`config.mk`:
```
export PLATFORM = sky130hd
export DESIGN_NAME = stream_rr_arbiter
export DESIGN_NICKNAME = d
export VERILOG_FILES = /design/src/rtl/stream_rr_arbiter.sv
export SDC_FILE = /design/constraint.sdc
export NUM_CORES = 1
export LEC_CHECK = 0
export CAP_MARGIN = 40
export CORE_ASPECT_RATIO = 0.6
export CORE_MARGIN = 5
export CORE_UTILIZATION = 35
export CTS_CLUSTER_SIZE = 20
export DETAILED_ROUTE_END_ITERATION = 10
export PLACE_DENSITY = 0.8
export SYNTH_ARGS = -nofsm -noshare
export SYNTH_HDL_FRONTEND = slang
export SYNTH_SLANG_ARGS = --single-unit
```
`constraint.sdc`:
```
create_clock -name axi_clk -period 2.3 [get_ports axi_clk]
set_input_delay 0.575 -clock axi_clk [delete_from_list [all_inputs] [get_ports axi_clk]]
set_output_delay 0.575 -clock axi_clk [all_outputs]
set_load 0.005 [all_outputs]
```
`src/rtl/stream_rr_arbiter.sv`:
```
// Two-requester AXI-stream arbiter with per-packet round-robin ownership.
// A grant ends on tlast or after MAX_BEATS beats, whichever comes first.
module stream_rr_arbiter #(
    parameter int DATA_WIDTH = 32,
    parameter int MAX_BEATS  = 256,
    parameter int CNT_WIDTH  = 16
) (
    input  logic                  axi_clk,
    input  logic                  axi_reset_n,
    input  logic [DATA_WIDTH-1:0] s0_data,
    input  logic                  s0_valid,
    input  logic                  s0_last,
    output logic                  s0_ready,
    input  logic [DATA_WIDTH-1:0] s1_data,
    input  logic                  s1_valid,
    input  logic                  s1_last,
    output logic                  s1_ready,
    output logic [DATA_WIDTH-1:0] m_data,
    output logic                  m_valid,
    output logic                  m_last,
    input  logic                  m_ready,
    input  logic                  i_hold,
    output logic [1:0]            o_grant,
    output logic                  o_pkt_done,
    output logic                  o_forced
);

    typedef enum logic {IDLE, BUSY} state_t;

    localparam logic [CNT_WIDTH-1:0] LAST_CNT = CNT_WIDTH'(MAX_BEATS - 1);

    state_t                state;
    logic                  owner;
    logic                  rr_ptr;
    logic [CNT_WIDTH-1:0]  beat_cnt;

    logic [DATA_WIDTH-1:0] own_data;
    logic                  own_valid;
    logic                  own_last;
    logic                  busy;
    logic                  beat;
    logic                  pick;

    // Passthrough is gated by state, so readies and m_valid drop as soon as reset asserts.
    always_comb begin
        own_data  = owner ? s1_data  : s0_data;
        own_valid = owner ? s1_valid : s0_valid;
        own_last  = owner ? s1_last  : s0_last;
        busy      = (state == BUSY);
        m_data    = own_data;
        m_valid   = busy & own_valid;
        m_last    = busy & (own_last | (beat_cnt == LAST_CNT));
        s0_ready  = busy & ~owner & m_ready;
        s1_ready  = busy &  owner & m_ready;
        beat      = m_valid & m_ready;
        pick      = (s0_valid & s1_valid) ? rr_ptr : s1_valid;
    end

    always_ff @(posedge axi_clk or negedge axi_reset_n) begin
        if (!axi_reset_n) begin
            state      <= IDLE;
            owner      <= 1'b0;
            rr_ptr     <= 1'b0;
            beat_cnt   <= '0;
            o_grant    <= 2'b00;
            o_pkt_done <= 1'b0;
            o_forced   <= 1'b0;
        end else begin
            o_pkt_done <= 1'b0;
            o_forced   <= 1'b0;
            case (state)
                IDLE: begin
                    if (!i_hold && (s0_valid || s1_valid)) begin
                        owner   <= pick;
                        o_grant <= pick ? 2'b10 : 2'b01;
                        state   <= BUSY;
                    end
                end
                BUSY: begin
                    if (beat) begin
                        if (m_last) begin
                            state      <= IDLE;
                            beat_cnt   <= '0;
                            o_grant    <= 2'b00;
                            o_pkt_done <= 1'b1;
                            o_forced   <= ~own_last;
                            rr_ptr     <= ~owner;
                        end else begin
                            beat_cnt <= beat_cnt + 1'b1;
                        end
                    end
                end
                default: state <= IDLE;
            endcase
        end
    end

endmodule

```
== Yosys cells after proc, flatten, opt, wreduce, memory -nomap -nowiden ==
Cells that the tools add are included.
Word-level totals
  bits in registers: 23
  output and inout bits: 40
  input port bits: 72
Cells by class
  equality and inequality tests: 4
  mux-type cells: 20
  reductions and logical operators: 7
  bitwise operators: 12
  add/subtract/negate cells: 1
Operators by type and width (count)
  32-bit two-way mux: 1
  16-bit by 1-bit adder with 16-bit output, second input constant: 1
  16-bit by 8-bit equality test with 1-bit output, second input constant: 1
  16-bit two-way mux: 1
  1-bit two-way mux: 12
  1-bit bitwise AND: 8
  2-bit two-way mux: 4
  3-bit AND reduction: 2
  2-bit inequality test, second input constant: 2
  2-bit case mux with 2 select lines: 1
  2-bit AND reduction: 2
  1-bit NOT: 3
  2-bit by 1-bit inequality test with 1-bit output, second input constant: 1
  1-bit case mux with 2 select lines: 1
  1-bit logical AND: 1
  1-bit logical NOT: 1
  1-bit logical OR: 1
  1-bit OR: 1

== Depth between registers and ports, before layout ==
  depth in word-level cells: 6
  mapped depth: 6
  depth with buffers taken out: 5

== Worst setup path before layout ==
Ideal clock, no wire load.
  path type: reg2out
  from: register owner
  to: output m_data[10]
  required time: 1.725 ns
  path slack: 0.283 ns
  arrival time: 1.442 ns
  buffers on the path: 2
  cell stages (with the launch flop): 4
  cells stage by stage: dfrtp_1 -> buf_1 -> clkbuf_1 -> mux2_2
Between the ends
  word-level cells in the longest chain between the ends: 1
RTL lines
  start: declaration: line 33  | logic owner;
  start signal: assignment: line 74  | owner <= pick;
  32-bit two-way mux: line 46  | own_data = owner ? s1_data : s0_data;
  end: declaration: line 18  | output logic [DATA_WIDTH-1:0] m_data,
Every way passes these cells.

== Worst setup path in the final report ==
  from: input s1_data[21]
  to: output m_data[21]
Between the ends
  word-level cells in the longest chain between the ends: 1
RTL lines
  start: declaration: line 14  | input logic [DATA_WIDTH-1:0] s1_data,
  32-bit two-way mux: line 46
Every way passes these cells.

==> run_results.csv <==
group,metric,value,unit
cells_and_area,synthToLayoutAreaGrowth,95.0,%
status,outcome,"finished clean",
clock_network,cts_made_buffers,3,
place,finalWeightedCongestion,0.872,
synthesis,synthesized_area_per_cell,9.77,um^2
die,io-pin-count,112,
clock_network,post_cts_hold_buffer_count,0,
place,port_buffers,111,
timing,report.final.setup_viol,0,
synthesis,synthesis.instances,164,
die,floorplan.initialDensity,35.6,%
global_route,overflow,0,
route,wire_per_inst,17.3,um
flow_run,maxcap_viol_count,0,
die,die_width,97.3,um
synthesis,ys.warnings.count,0,
cells_and_area,multiInputGateArea,997,um^2
synthesis,synthTopCellsByCount,"sky130_fd_sc_hd__mux2_2, sky130_fd_sc_hd__dfrtp_1, sky130_fd_sc_hd__o21ai_0",
synthesis,post_synth_instance_area,0.00160,mm^2
clock_network,cts.root.buffer_cell,"sky130_fd_sc_hd__clkbuf_8",
synthesis,yosysMostFrequentCell,"sky130_fd_sc_hd__mux2_2",
min_path,holdCritPathClass,"reg -> reg",
timing,rsz_0062_raised_after_global_routing,"yes",
synthesis,synth-adder-area-share,0.781,%
worst_setup_path,crit-reg2reg-launch,"owner$_DFFE_PN0P_",
global_route,pin_count_of_the_biggest_net_entering_global_routing,40,
route,antenna_violating_nets_post_route,0,
synthesis,synth_mux_area_share,26.3,%
die,die_height,62.4,um
cells_and_area,layout-drive-gt1-share,25.7,%
synthesis,synth_edf_count,0,
timing,hold_viol,0,
pwr,report.power.total,2160,uW
die,fp.dieArea,0.00607,mm^2
synthesis,dominant_combinational_cell_family_by_area_after_synthesis,"multiplexers",
synthesis,yosys_register_bits,23,
worst_setup_path,r2r.worst_path.cells,7,
worst_setup_path,worstReg2RegEnd,"beat_cnt[15]$_DFFE_PN0P_",
synthesis,synth_xor_area_share,0.547,%
place,place_hpwl,5150,um
route,routed-via-count,1888,
worst_setup_path,crit_arrival,1700,ps
cells_and_area,n_fill_cell,327,
synthesis,synthDistinctLibCells,38,
timing,worstMarginPinSlew,523,ps
synthesis,synth_nets,237,
die,std_cell_rows,19,
route,dr.pass1.iters,4,
synthesis,ys_async_sr_fraction,100,%
timing,clock-skew-final,7.69,ps
synthesis,synth_seq_area_share,35.9,%
clock_network,clkSinkCount,23,
min_path,worst_hold_startpoint,"o_grant[1]$_DFFE_PN0P_",
timing,timing.fmax,439,MHz
clock_network,ctsLongestPathBuffers,2,
die,core_area,0.00449,mm^2
synthesis,complex_gate_fraction_of_the_synthesized_area,16.3,%
timing,min_period_over_period,99.1,%
min_path,worstHoldPathCells,1,
global_route,grt_antenna_before_repair,0,
clock_network,clock_tree_from_tritoncts,"built",
global_route,grt_pass1_wl,9740,um
cells_and_area,insertedDiodeCount,0,
worst_setup_path,crit_path_max_fanout,1,
synthesis,synth_flop_cell,"sky130_fd_sc_hd__dfrtp_1",
pwr,cellPowerDensity,693,mW/mm^2
timing,worst_slew_margin_rel,64.7,%
clock_network,cts_max_level,1,
clock_network,clk_latency,270,ps
pwr,ir_drop,0.000495,V
worst_setup_path,timing.setup.critical_path_class,"in -> out",
synthesis,synth.top_cells.by_area,"sky130_fd_sc_hd__dfrtp_1, sky130_fd_sc_hd__mux2_2, sky130_fd_sc_hd__o21ai_0",
timing,final.hold.worst_slack,492,ps
pwr,p_leak,0.00138,uW
timing,timing_max_transition_violations_final,0,
min_path,holdPathEnd,"o_grant[1]$_DFFE_PN0P_",
route,vias_per_cell,5.16,
synthesis,yosys.area_share.simple,16.8,%
synthesis,synth_top_cell_by_area,"sky130_fd_sc_hd__dfrtp_1",
synthesis,yosysTopAreaCellShare,35.9,%
route,remaining_drc_errors,0,
cells_and_area,sequential_cell_area,577,um^2
worst_setup_path,timing.reg2reg.setup_slack,160,ps
worst_setup_path,start_kind,"input port",
route,drtIter0Drc,108,
cells_and_area,final_nets,377,
worst_setup_path,worst_ep_required_time,1730,ps
route,total_wirelength_of_the_detailed_routed_design,6340,um
timing,layout_min_cycle_time,2280,ps
clock_network,clk_pin_slew,80,ps
worst_setup_path,endpoint_kind,"primary output",
global_route,first_global_vias,1890,
global_route,gr-usage-all-layers,20.0,%
timing,summed_negative_setup_slack_over_all_endpoints,0,ps
## cell type report
| type | instances | share of cell area (%) |
|---|---|---|
| clock buffer | 3 | 1.32 |
| clock inverter | 1 | 0.160 |
| inverter | 4 | 0.481 |
| multi-input combinational | 128 | 31.9 |
| sequential | 23 | 18.5 |
| tap | 63 | 2.52 |
| timing repair buffer | 144 | 45.1 |
## per-stage QoR
stage	area [um^2]	std cells	util (%)	setup slack, ps
2_1_floorplan	1600	164	-	283
3_3_place_gp	2980	358	66.4	-102
3_5_place_dp	2980	358	66.4	-171
4_1_cts	3030	362	67.4	3.73
5_1_grt	3120	366	69.5	-11.8
6_report	3120	366	69.5	21.0
## critical path: stages
cell,delay [ps]
sky130_fd_sc_hd__clkdlybuf4s50_1,400
sky130_fd_sc_hd__mux2_2,260
sky130_fd_sc_hd__clkdlybuf4s50_1,460
## cell usage in the layout, fill, tap and decap left out, types with 2 or more instances in the layout
cell,instances
sky130_fd_sc_hd__a21o_1,3
sky130_fd_sc_hd__nor3_1,2
sky130_fd_sc_hd__buf_4,31
sky130_fd_sc_hd__dlygate4sd2_1,8
sky130_fd_sc_hd__nand2_1,6
sky130_fd_sc_hd__o41ai_1,3
sky130_fd_sc_hd__inv_1,4
sky130_fd_sc_hd__clkdlybuf4s50_1,91
sky130_fd_sc_hd__nand3_1,6
sky130_fd_sc_hd__clkbuf_8,3
sky130_fd_sc_hd__nor2_1,10
sky130_fd_sc_hd__dlymetal6s2s_1,12
sky130_fd_sc_hd__o31ai_1,3
sky130_fd_sc_hd__and3_1,3
sky130_fd_sc_hd__nand4_1,7
sky130_fd_sc_hd__a31oi_1,2
sky130_fd_sc_hd__mux2_2,33
sky130_fd_sc_hd__or3_1,2
sky130_fd_sc_hd__or2_2,2
sky130_fd_sc_hd__a21oi_2,2
sky130_fd_sc_hd__o221ai_1,2
sky130_fd_sc_hd__o21ai_0,12
sky130_fd_sc_hd__and4_1,2
sky130_fd_sc_hd__or4_1,2
sky130_fd_sc_hd__a211oi_1,2
sky130_fd_sc_hd__mux2i_1,5
sky130_fd_sc_hd__nor4_1,3
sky130_fd_sc_hd__dfrtp_1,22
sky130_fd_sc_hd__a21oi_1,4
## worst max-delay path by stage
stage	cells after the start	slack, ps	to	start
global placement	4	-100	m_last	s1_last
floorplan	3	280	m_data[10]	owner$_DFFE_PN0P_
global route	5	-10	m_last	beat_cnt[1]$_DFFE_PN0P_
finish	3	20	m_data[21]	s1_data[21]
detailed placement	7	-170	beat_cnt[12]$_DFFE_PN0P_	s0_valid
CTS	3	4	m_data[22]	owner$_DFFE_PN0P_
## routing by layer
layer  global-route usage (%)  vias up  routed length, um
li1                         -      916                  -
met1                     25.4      909               2670
met3                     4.68        6                315
met4                     4.84        0                 57
met5                        0        -                  0
met2                     34.5       57               3290
## flip-flops by register name, indices dropped and copies added (netlist names)
| name | cells |
|---|---|
| o_pkt_done | 1 |
| rr_ptr | 1 |
| busy | 1 |
| owner | 1 |
| beat_cnt | 16 |
| o_grant | 2 |
| o_forced | 1 |
## cell families after synthesis
group | after synthesis
AO/OA/AOI/OAI | 39
XOR/XNOR | 1
adder cells (fa/ha/maj) | 1
buffers and inverters | 13
flip-flops | 23
multiplexers | 38
AND/OR/NAND/NOR | 49
## where the power goes
| part | switching (uW) | internal [uW] | total [uW] | leakage (uW) |
|---|---|---|---|---|
| combinational | 509 | 845 | 1350 | 0.00106 |
| clock | 131 | 121 | 252 | 0.0000255 |
| sequential | 74.6 | 484 | 558 | 0.000302 |
## timing repair
| action | in CTS | in global routing |
|---|---|---|
| buffers inserted | 0 | 3 |
| endpoints found under the setup margin | 8 | 32 |
| gates resized for setup | 9 | 16 |
| gates cloned | 0 | 1 |
| pin swaps | 3 | 1 |
Note: power is estimated with default switching activity, not from simulation.
